[config.mk]
export PLATFORM = sky130hd
export DESIGN_NAME = stopwatch_ctrl
export DESIGN_NICKNAME = d
export VERILOG_FILES = /design/src/rtl/stopwatch_ctrl.sv
export SDC_FILE = /design/constraint.sdc
export NUM_CORES = 1
export LEC_CHECK = 0
export CAP_MARGIN = 20
export CORE_ASPECT_RATIO = 2
export CORE_MARGIN = 8
export CORE_UTILIZATION = 30
export DETAILED_ROUTE_END_ITERATION = 10
export SKIP_CTS_REPAIR_TIMING = 1
export SYNTH_ARGS = -nofsm -noshare
export SYNTH_HDL_FRONTEND = slang
export SYNTH_SLANG_ARGS = --single-unit
[constraint.sdc]
create_clock -name clk -period 5.6 [get_ports clk]
set_input_delay 0.84 -clock clk [delete_from_list [all_inputs] [get_ports clk]]
set_output_delay 0.84 -clock clk [all_outputs]
set_load 0.1 [all_outputs]
[src/rtl/stopwatch_ctrl.sv]
`default_nettype none
// ============================================================================
// Module   : stopwatch_ctrl
// Purpose  : Start/pause/clear sequencer for a 4-digit BCD up/down stopwatch
//            with multiplexed seven-segment digit scan and leading-zero blanking.
// Revision : 1.0  initial release
// ============================================================================
module stopwatch_ctrl #(
    parameter bit LZ_BLANK = 1'b1
) (
    input  logic        clk,
    input  logic        rst_n,
    input  logic        tick_scan,
    input  logic        tick_count,
    input  logic        btn_start,
    input  logic        btn_clear,
    input  logic        mode_down,
    input  logic        load,
    input  logic [15:0] load_val,
    output logic [3:0]  an,
    output logic [3:0]  digit,
    output logic        blank,
    output logic        running,
    output logic        done
);

    typedef enum logic [1:0] {
        S_IDLE    = 2'd0,
        S_RUN     = 2'd1,
        S_PAUSE   = 2'd2,
        S_EXPIRED = 2'd3
    } state_t;

    state_t      state_q, state_d;
    logic [15:0] count_q, count_d;
    logic        dir_q, dir_d;
    logic [1:0]  idx_q;
    logic [3:0]  an_q, digit_q;
    logic        blank_q, running_q, done_q;

    logic [15:0] step_w;
    logic [15:0] clamp_w;
    logic        carry_w;
    logic        slot_blank_w;

    // One BCD step in the latched direction, rippling carry/borrow upward
    always_comb begin
        step_w  = count_q;
        carry_w = 1'b1;
        for (int i = 0; i < 4; i++) begin
            if (carry_w) begin
                if (!dir_q) begin
                    if (count_q[4*i +: 4] >= 4'd9) begin
                        step_w[4*i +: 4] = 4'd0;
                    end else begin
                        step_w[4*i +: 4] = count_q[4*i +: 4] + 4'd1;
                        carry_w          = 1'b0;
                    end
                end else begin
                    if (count_q[4*i +: 4] == 4'd0) begin
                        step_w[4*i +: 4] = 4'd9;
                    end else begin
                        step_w[4*i +: 4] = count_q[4*i +: 4] - 4'd1;
                        carry_w          = 1'b0;
                    end
                end
            end
        end
    end

    always_comb begin
        clamp_w = load_val;
        for (int i = 0; i < 4; i++) begin
            if (load_val[4*i +: 4] > 4'd9) begin
                clamp_w[4*i +: 4] = 4'd9;
            end
        end
    end

    // Slot 0 always lit so a zero count still shows a single 0
    always_comb begin
        slot_blank_w = 1'b0;
        if (LZ_BLANK) begin
            case (idx_q)
                2'd1:    slot_blank_w = (count_q[15:4]  == 12'd0);
                2'd2:    slot_blank_w = (count_q[15:8]  == 8'd0);
                2'd3:    slot_blank_w = (count_q[15:12] == 4'd0);
                default: slot_blank_w = 1'b0;
            endcase
        end
    end

    always_comb begin
        state_d = state_q;
        count_d = count_q;
        dir_d   = dir_q;
        if (btn_clear) begin
            state_d = S_IDLE;
            count_d = 16'd0;
        end else begin
            case (state_q)
                S_IDLE: begin
                    if (load) begin
                        count_d = clamp_w;
                    end
                    if (btn_start && !(mode_down && (count_q == 16'd0))) begin
                        state_d = S_RUN;
                        dir_d   = mode_down;
                    end
                end
                S_RUN: begin
                    if (tick_count) begin
                        count_d = step_w;
                    end
                    if (tick_count && dir_q && (step_w == 16'd0)) begin
                        state_d = S_EXPIRED;
                    end else if (btn_start) begin
                        state_d = S_PAUSE;
                    end
                end
                S_PAUSE: begin
                    if (btn_start) begin
                        state_d = S_RUN;
                    end
                end
                S_EXPIRED: begin
                    if (btn_start) begin
                        state_d = S_IDLE;
                    end
                end
                default: state_d = S_IDLE;
            endcase
        end
    end

    always_ff @(posedge clk) begin
        if (!rst_n) begin
            state_q   <= S_IDLE;
            count_q   <= 16'd0;
            dir_q     <= 1'b0;
            idx_q     <= 2'd0;
            an_q      <= 4'b1111;
            digit_q   <= 4'd0;
            blank_q   <= 1'b1;
            running_q <= 1'b0;
            done_q    <= 1'b0;
        end else begin
            state_q   <= state_d;
            count_q   <= count_d;
            dir_q     <= dir_d;
            running_q <= (state_d == S_RUN);
            done_q    <= (state_d == S_EXPIRED);
            if (tick_scan) begin
                idx_q <= idx_q + 2'd1;
            end
            digit_q <= count_q[{idx_q, 2'b00} +: 4];
            blank_q <= slot_blank_w;
            an_q    <= slot_blank_w ? 4'b1111 : ~(4'b0001 << idx_q);
        end
    end

    assign an      = an_q;
    assign digit   = digit_q;
    assign blank   = blank_q;
    assign running = running_q;
    assign done    = done_q;

endmodule
`default_nettype wire

==> Word-level counts from Yosys, hierarchy flattened <==
Index checks and enable logic that the tools add are counted.
{ "totals": {"reg_bits": 32, "in_bits": 24} }
{ "classes": {"eq_ne": 10, "addsub": 9, "muxes": 41, "bitwise_logic": 3, "order_cmp": 8, "shifts": 2, "n_reduce_logical": 19} }
{ "op_table": {"columns": ["op", "n"], "rows": [
  ["$mux W4", 19],
  ["$logic_not A16 Y1", 2],
  ["$mux W16", 2],
  ["$pmux W16 S2", 1],
  ["$add A4 B1 Y4 const B", 4],
  ["$ge A4 B4 Y1 const B", 4],
  ["$gt A4 B4 Y1 const B", 4],
  ["$logic_not A4 Y1", 4],
  ["$shiftx A16 B5 Y4", 1],
  ["$sub A4 B1 Y4 const B", 4],
  ["$logic_not A12 Y1", 1],
  ["$mux W2", 6],
  ["$mux W1", 11],
  ["$eq A2 B2 Y1 const B", 5],
  ["$logic_not A8 Y1", 1],
  ["$pmux W2 S4", 1],
  ["$eq A2 B1 Y1 const B", 3],
  ["$reduce_and A3 Y1", 2],
  ["$logic_and A1 B1 Y1", 4],
  ["$ne A2 B2 Y1 const B", 2],
  ["$not A4 Y4", 1],
  ["$reduce_or A2 Y1", 2],
  ["$shl A1 B2 Y4 const A", 1],
  ["$pmux W1 S3", 1],
  ["5 further kinds", 6]
]} }

==> Logic depth before layout (Yosys ltp) <==
Gate-level depths: netlist of the first run.
{ "logic_depth": {"depth_word": 12, "mapped_depth": 11} }

==> Worst setup path before layout of the first run <==
No wires, ideal clock.
{ "synth_timing": {"path_type": "register -> register", "start": "register count_q[0]", "end": "register running_q, in the netlist running", "t_arrival_ns": 2.415, "required_ns": 5.485, "path_stages_with_launch": 12, "path_slack_ns": 3.070, "setup_time_ns": 0.115, "n_path_buf": 2, "path_cell_list": "dfxtp_1 -> clkbuf_1 -> inv_1 -> ha_1 -> or3b_4 -> a22oi_4 -> buf_6 -> nor2_1 -> a22o_1 -> nor4_1 -> nand4_1 -> and3_1"} }
{ "synth_between": {"elab_chain_cells": 12, "word_cells_on_any_way": 26} }
{ "synth_lines": {"columns": ["element", "line", "source"], "rows": [
  ["from (decl)", "35", "logic [15:0] count_q, count_d;"],
  ["from (signal assigned)", "149", "count_q <= count_d;"],
  ["$ge A4 B4 Y1 / $logic_not A4 Y1 (equally long branches)", "53, 60", null],
  ["$mux W1, on equally long branches", "53, 60", null],
  ["$mux W1", "52", "if (!dir_q) begin"],
  ["$mux W1 (2 in series)", "51", "if (carry_w) begin"],
  ["$mux W4", "51", null],
  ["$logic_not A16 Y1", "115", "if (tick_count && dir_q && (step_w == 16'd0)) begin"],
  ["$logic_and A1 B1 Y1", "115", null],
  ["$mux W2", "115", null],
  ["$pmux W2 S4 (*)", "101", "case (state_q)"],
  ["$mux W2 (*)", "97", "if (btn_clear) begin"],
  ["$eq A2 B1 Y1 (*)", "151", "running_q <= (state_d == S_RUN);"],
  ["to (signal assigned)", "151", null],
  ["to (decl)", "39", "logic blank_q, running_q, done_q;"]
]} }
Mark *: on every way between the ends. The rest lies on a longest branch, timed or not.
A chain may end at the register's enable or synchronous reset.

==> Final worst setup path of the first run <==
{ "layout_timing": {"start": "register count_q[5]", "end": "register running_q, in the netlist running"} }
Same word-level chain as after synthesis.

==> results by group, run 1 <==
Worst setup path
  – Setup crit start: count_q[5]$_SDFFE_PP0P_
  – R2R Path Start: count_q[5]$_SDFFE_PP0P_
  – Critical Path Fanout Max: 7
  – Crit path required time: 5770 ps
  – CP Class: reg2reg
  – Crit. End Element: register
  – Crit start category: register
  – Crit path arrival time: 3310 ps

CTS
  – H-tree depth: 2
  – Worst-path clk slew: 60 ps
  – CTS root buffer: clkbuf_16
  – Inserted Clock Buffers: 5
  – Worst-skew pair later-pin latency: 280 ps
  – CTS tree: yes
  – Clk buf depth: 2
  – Clock sinks: 32

Floorplanning
  – Row cnt: 48
  – Chip height: 147 µm
  – Die Span X: 81.6 µm
  – Ports: 35
  – Die area: 0.0120 mm²
  – Starting Density: 30.5%
  – Core area: 0.00847 mm²

Layout
  – Diode count: 0
  – Layout Area Growth over Synthesis: 20.9%
  – Final instance area: 0.00312 mm²
  – Finished Core Util: 36.8%
  – # nets final: 389
  – Post-route insts no fill: 449
  – Share of cells above drive strength 1: 7.16%
  – Highest-count cells in the layout ignoring fill and taps: clkdlybuf4s50_1, dfxtp_1, nor2_1, nand2_1, o21ai_0
  – Commonest non-fill, non-tap cell in the layout: clkdlybuf4s50_1

Yosys
  – Cells after synthesis: 330
  – Post-synth top flop: dfxtp_1
  – Synthesized flop and latch total: 32
  – Number of synthesized flops with an enable pin: 0
  – Mapped Area: 0.00258 mm²
  – Post-synthesis net count: 371
  – Yosys cell types: 58
  – Share of flip-flops with an asynchronous set or reset: 0%
  – Synth warn: 0
  – Syn avg cell area: 7.81 µm²
  – Register area share after synthesis: 24.8%

Global route
  – M2 GR Usage: 20.7%
  – Total track usage: 12.8%
  – Met3 Usage GRT: 2.94%
  – Initial antenna violation count: 0
  – GRT Max-Usage Layer: met2
  – Met1 Use GR: 15.9%
  – First-pass GRT wire length: 12,300 µm
  – Largest net degree at the start of global routing: 39
  – Vias in the first global route: 2,400
  – Gr ovfl total: 0

Place
  – Final Wtd Congestion: 0.878
  – DP Area: 0.00295 mm²
  – Port bufs: 34
  – Placed cell count: 441
  – Dpl hpwl: 5580 µm

STA
  – Worst slew pin tran: 994 ps
  – Worst relative slew slack: 33.5%
  – Final hold vios: 0
  – Min Tclk post-route: 3140 ps
  – # setup viols final: 0
  – Final Skew: 4.75 ps
  – Sum of negative setup slack: 0 ps
  – Fmax achieved: 318 MHz
  – Tcrit/Tclk final: 56.1%
  – Max Slew Vio Count: 0
  – RSZ-0062 raised after global routing: false

Outcome
  – Outcome: completed

Min path
  – Worst Hold Launch: state_q[0]$_SDFF_PN0_
  – Hold crit path type: reg2reg

Detailed routing
  – Starting DRT DRC Count: 216
  – Routed Antenna Nets: 0
  – Total wire length: 7630 µm
  – Routed vias: 2,528
  – Residual DRC: 0
  – WL per Instance: 17.0 µm
  – Vias per Instance: 5.63
  – Router iterations before antenna repair: 5

Flow run
  – Max-Cap Viols: 0

Pwr
  – Peak VDD IR: 0.133 mV
  – Power Density: 246 mW/mm²
  – Pleak: 1.10 nW
[per-stage QoR]
step	hold WS [ps]	total power [mW]	setup WS [ps]
floorplan	472	0.399	3070
global placement	519	0.459	2610
detailed placement	533	0.458	2560
CTS	545	0.772	2550
global route	569	0.801	2400
finish	543	0.767	2460
[flip-flops by register name (all words and copies together), names as in the netlist]
| signal | cells |
|---|---|
| idx_q | 2 |
| digit | 4 |
| done | 1 |
| running | 1 |
| an | 4 |
| dir_q | 1 |
| blank | 1 |
| state_q | 2 |
| count_q | 16 |
[kinds of logic (layout without fill, tap and decap cells)]
family / after synthesis / after routing / share of synthesized area, %
AO/OA/AOI/OAI: 107 / 107 / 28.7
XOR/XNOR: 1 / 1 / 0.340
adder cells (fa/ha/maj): 17 / 17 / 8.25
buffers and inverters: 41 / 60 / 6.55
flip-flops: 32 / 32 / 24.8
multiplexers: 8 / 8 / 5.53
AND/OR/NAND/NOR: 124 / 124 / 25.8
[layer usage]
metal | vias up | share of wire (%)
met2 | 92 | 49
met1 | 1164 | 43
met3 | 16 | 6.3
met4 | 0 | 2.1
met5 | - | 0
li1 | 1256 | -
[worst paths after layout]
check                       endpoint  slack [ps]  depth (start not counted)
hold / removal       done$_SDFF_PN0_         540                          2
hold reg to reg      done$_SDFF_PN0_         540                          2
setup / recovery  running$_SDFF_PN0_        2460                          9
setup reg to reg  running$_SDFF_PN0_        2460                          9
[report_power, final]
group / total (mW) / internal [mW] / switching (mW)
Clock: 0.313 / 0.209 / 0.104
Sequential: 0.261 / 0.240 / 0.0209
Combinational: 0.193 / 0.0757 / 0.117
Total: 0.767 / 0.524 / 0.242
[synthesized netlist by cell type (all sizes together) (3+ instances only)]
master | count | area, µm²
o21ai | 23 | 115
and2 | 6 | 37.5
nor3b | 11 | 93.8
a211oi | 12 | 90.1
nand2 | 29 | 109
nand2b | 7 | 43.8
nand3b | 3 | 22.5
nor2b | 10 | 62.6
a211o | 3 | 26.3
nand4 | 4 | 25.0
o211ai | 7 | 52.6
mux4 | 5 | 113
and3 | 4 | 25.0
o22ai | 3 | 18.8
nor2 | 29 | 109
nor3 | 5 | 25.0
a22o | 3 | 27.5
nand3 | 5 | 25.0
clkbuf | 17 | 63.8
dfxtp | 32 | 641
ha | 17 | 213
buf | 8 | 45.0
or3b | 3 | 28.8
o41ai | 3 | 26.3
mux2i | 3 | 30.0
inv | 16 | 60.1
a31oi | 8 | 65.1
a21oi | 21 | 105
o31ai | 4 | 30.0
[cell type report]
cell class | instances | area, µm²
Tap cell | 100 | 125
Timing Repair Buffer | 36 | 355
Sequential cell | 32 | 641
Clock inverter | 3 | 42.5
Clock buffer | 5 | 125
Multi-Input combinational cell | 257 | 1770
Inverter | 16 | 60.1
Fill cell | 888 | 5350
[critical path, stage by stage (launching register included)]
cell      delay, ps
dfxtp_1         360
inv_1           170
ha_1            320
nor3b_1         660
nor3_1          110
a211oi_1        230
a21oi_1         110
nor4_1          490
nand4_1         310
and3_1          270
Note: power is estimated with default switching activity, not from simulation.
==> run 2: changes to the inputs <==
==> constraint.sdc (replaced) <==
create_clock -name clk -period 3.25 [get_ports clk]
set_input_delay 0.4875 -clock clk [delete_from_list [all_inputs] [get_ports clk]]
set_output_delay 0.4875 -clock clk [all_outputs]
set_load 0.1 [all_outputs]
==> results by group, run 2 (same netlist as run 1, synthesis figures left out) <==
Global route
  – Gr ovfl total: 0 (unchanged)
  – First-pass GRT wire length: 12,600 µm (+2.2%)
  – Initial antenna violation count: 0 (unchanged)
  – Total track usage: 13.2% (+0.35 points)
  – Vias in the first global route: 2,546 (+6.1%)
  – Largest net degree at the start of global routing: 25 (-36%)

Place
  – Final Wtd Congestion: 0.894 (+1.8%)
  – Placed cell count: 446 (+1.1%)
  – Pre-CTS setup slack: 384 ps (-2180 ps)
  – Dpl hpwl: 5780 µm (+3.7%)
  – Port bufs: 34 (unchanged)

Min path
  – Worst Hold Launch: state_q[0]$_SDFF_PN0_
  – Hold crit path type: reg2reg

Floorplanning
  – Die Span X: 81.6 µm (unchanged)
  – Ports: 35 (unchanged)
  – Starting Density: 30.5% (unchanged)
  – Row cnt: 48 (unchanged)
  – Chip height: 147 µm (unchanged)
  – Die area: 0.0120 mm² (unchanged)
  – Core area: 0.00847 mm² (unchanged)

Outcome
  – Outcome: completed

STA
  – Worst slew pin tran: 983 ps (-11.9 ps)
  – Fmax achieved: 348 MHz (+9.4%)
  – Final Skew: 6.75 ps (+2.01 ps)
  – Min Tclk post-route: 2870 ps (-269 ps)
  – Sum of negative setup slack: 0 ps (unchanged)
  – Max Slew Vio Count: 0 (unchanged)
  – Setup ws final: 378 ps (-2080 ps)
  – Worst relative slew slack: 34.3% (+0.80 points)
  – RSZ-0062 raised after global routing: false
  – Tcrit/Tclk final: 88.4% (+32 points)
  – Hold WS: 523 ps (-20.0 ps)
  – # setup viols final: 0 (unchanged)
  – Final hold vios: 0 (unchanged)

Worst setup path
  – Crit path required time: 3420 ps (-2350 ps)
  – CP Class: reg2reg
  – Critical Path Fanout Max: 14 (+7)
  – R2R Path Start: count_q[0]$_SDFFE_PP0P_
  – Crit path arrival time: 3040 ps (-270 ps)
  – Crit start category: register
  – Setup crit start: count_q[0]$_SDFFE_PP0P_
  – Crit. End Element: register

CTS
  – Clock sinks: 32 (unchanged)
  – Inserted Clock Buffers: 5 (unchanged)
  – Worst-path clk slew: 50 ps (about the same)
  – CTS root buffer: clkbuf_16
  – CTS tree: yes
  – Clk buf depth: 2 (unchanged)
  – Worst-skew pair later-pin latency: 280 ps (about the same)
  – H-tree depth: 2 (unchanged)

Layout
  – Finished Core Util: 37.3% (+0.44 points)
  – Share of cells above drive strength 1: 8.47% (+1.3 points)
  – Highest-count cells in the layout ignoring fill and taps: clkdlybuf4s50_1, dfxtp_1, nor2_1, nand2_1, o21ai_0
  – Diode count: 0 (unchanged)
  – # nets final: 394 (+1.3%)
  – Commonest non-fill, non-tap cell in the layout: clkdlybuf4s50_1
  – Post-route insts no fill: 454 (+1.1%)
  – Most flop-heavy register: count_q
  – Layout Area Growth over Synthesis: 22.4%
  – Largest register FFs: 16 (unchanged)

Detailed routing
  – Vias per Instance: 5.65 (+0.39%)
  – Total wire length: 7700 µm (+0.90%)
  – WL per Instance: 17.0 µm (-0.21%)
  – Residual DRC: 0 (unchanged)
  – Routed Antenna Nets: 0 (unchanged)
  – Router iterations before antenna repair: 4 (-1)
  – Starting DRT DRC Count: 141 (-35%)
  – Routed vias: 2,566 (+1.5%)

Pwr
  – Peak VDD IR: 0.229 mV (+73%)
  – Power Density: 421 mW/mm² (+71%)
  – Sw Share: 31.6% (about the same)
  – Comb pwr share: 25.6% (+0.4 points)
  – Pleak: 1.12 nW (+2.3%)
  – Net Switching: 0.420 mW (+73%)
  – Internal: 0.909 mW (+73%)
  – Seq pwr share: 33.7% (-0.3 points)
  – Clock share of power: 40.6% (-0.2 points)

Flow run
  – Max-Cap Viols: 0 (unchanged)
==> run 2: cell count changes in the layout (fill, tap and decap cells not counted) <==
cell and change:
buf_4 +5
==> run 2: path summary, 6_finish.rpt <==
kind	end	slack [ps]	cells past startpoint
min reg2reg	done$_SDFF_PN0_	520	2
max reg2reg	running$_SDFF_PN0_	380	9
max	running$_SDFF_PN0_	380	9
min	done$_SDFF_PN0_	520	2
==> run 2: cell type report <==
cell class | count | area (µm²)
flip-flops and latches | 32 | 641
fillers | 878 | 5310
well taps | 100 | 125
clock inverters | 3 | 42.5
repair buffers | 41 | 393
multi-input cells | 257 | 1770
clock buffers | 5 | 125
inverters | 16 | 60.1
==> run 2: per-layer routing <==
| layer | track usage (%) | vias up | share of wire, % |
|---|---|---|---|
| li1 | - | 1263 | - |
| met5 | 0 | - | 0 |
| met3 | 2.20 | 17 | 6.5 |
| met1 | 16.0 | 1192 | 41 |
| met4 | 5.59 | 0 | 2.5 |
| met2 | 21.7 | 94 | 50 |
==> run 2: power groups by stage <==
stage / clock [mW] / combinational [mW] / sequential, mW
after detailed placement: 0 / 0.339 / 0.457
after global placement: 0 / 0.339 / 0.457
after CTS: 0.551 / 0.341 / 0.448
after floorplan: 0 / 0.200 / 0.488
after global routing: 0.568 / 0.372 / 0.453
final: 0.540 / 0.341 / 0.449
==> run 2: through the flow <==
| step | total power [mW] | area [µm²] |
|---|---|---|
| final | 1.33 | 3160 |
| after floorplan | 0.688 | 2580 |
| after CTS | 1.34 | 3160 |
| after global placement | 0.796 | 2990 |
| after detailed placement | 0.796 | 2990 |
| after global routing | 1.39 | 3160 |
==> run 2: worst max-delay path, cell delays in order, from the launching register on <==
cell and delay, ps:
dfxtp_1 400, inv_1 110, ha_1 300, nor3b_4 370
a22oi_4 200, o41ai_1 460, nand4_1 120, nor4_1 290
nand4_1 250, and3_1 270
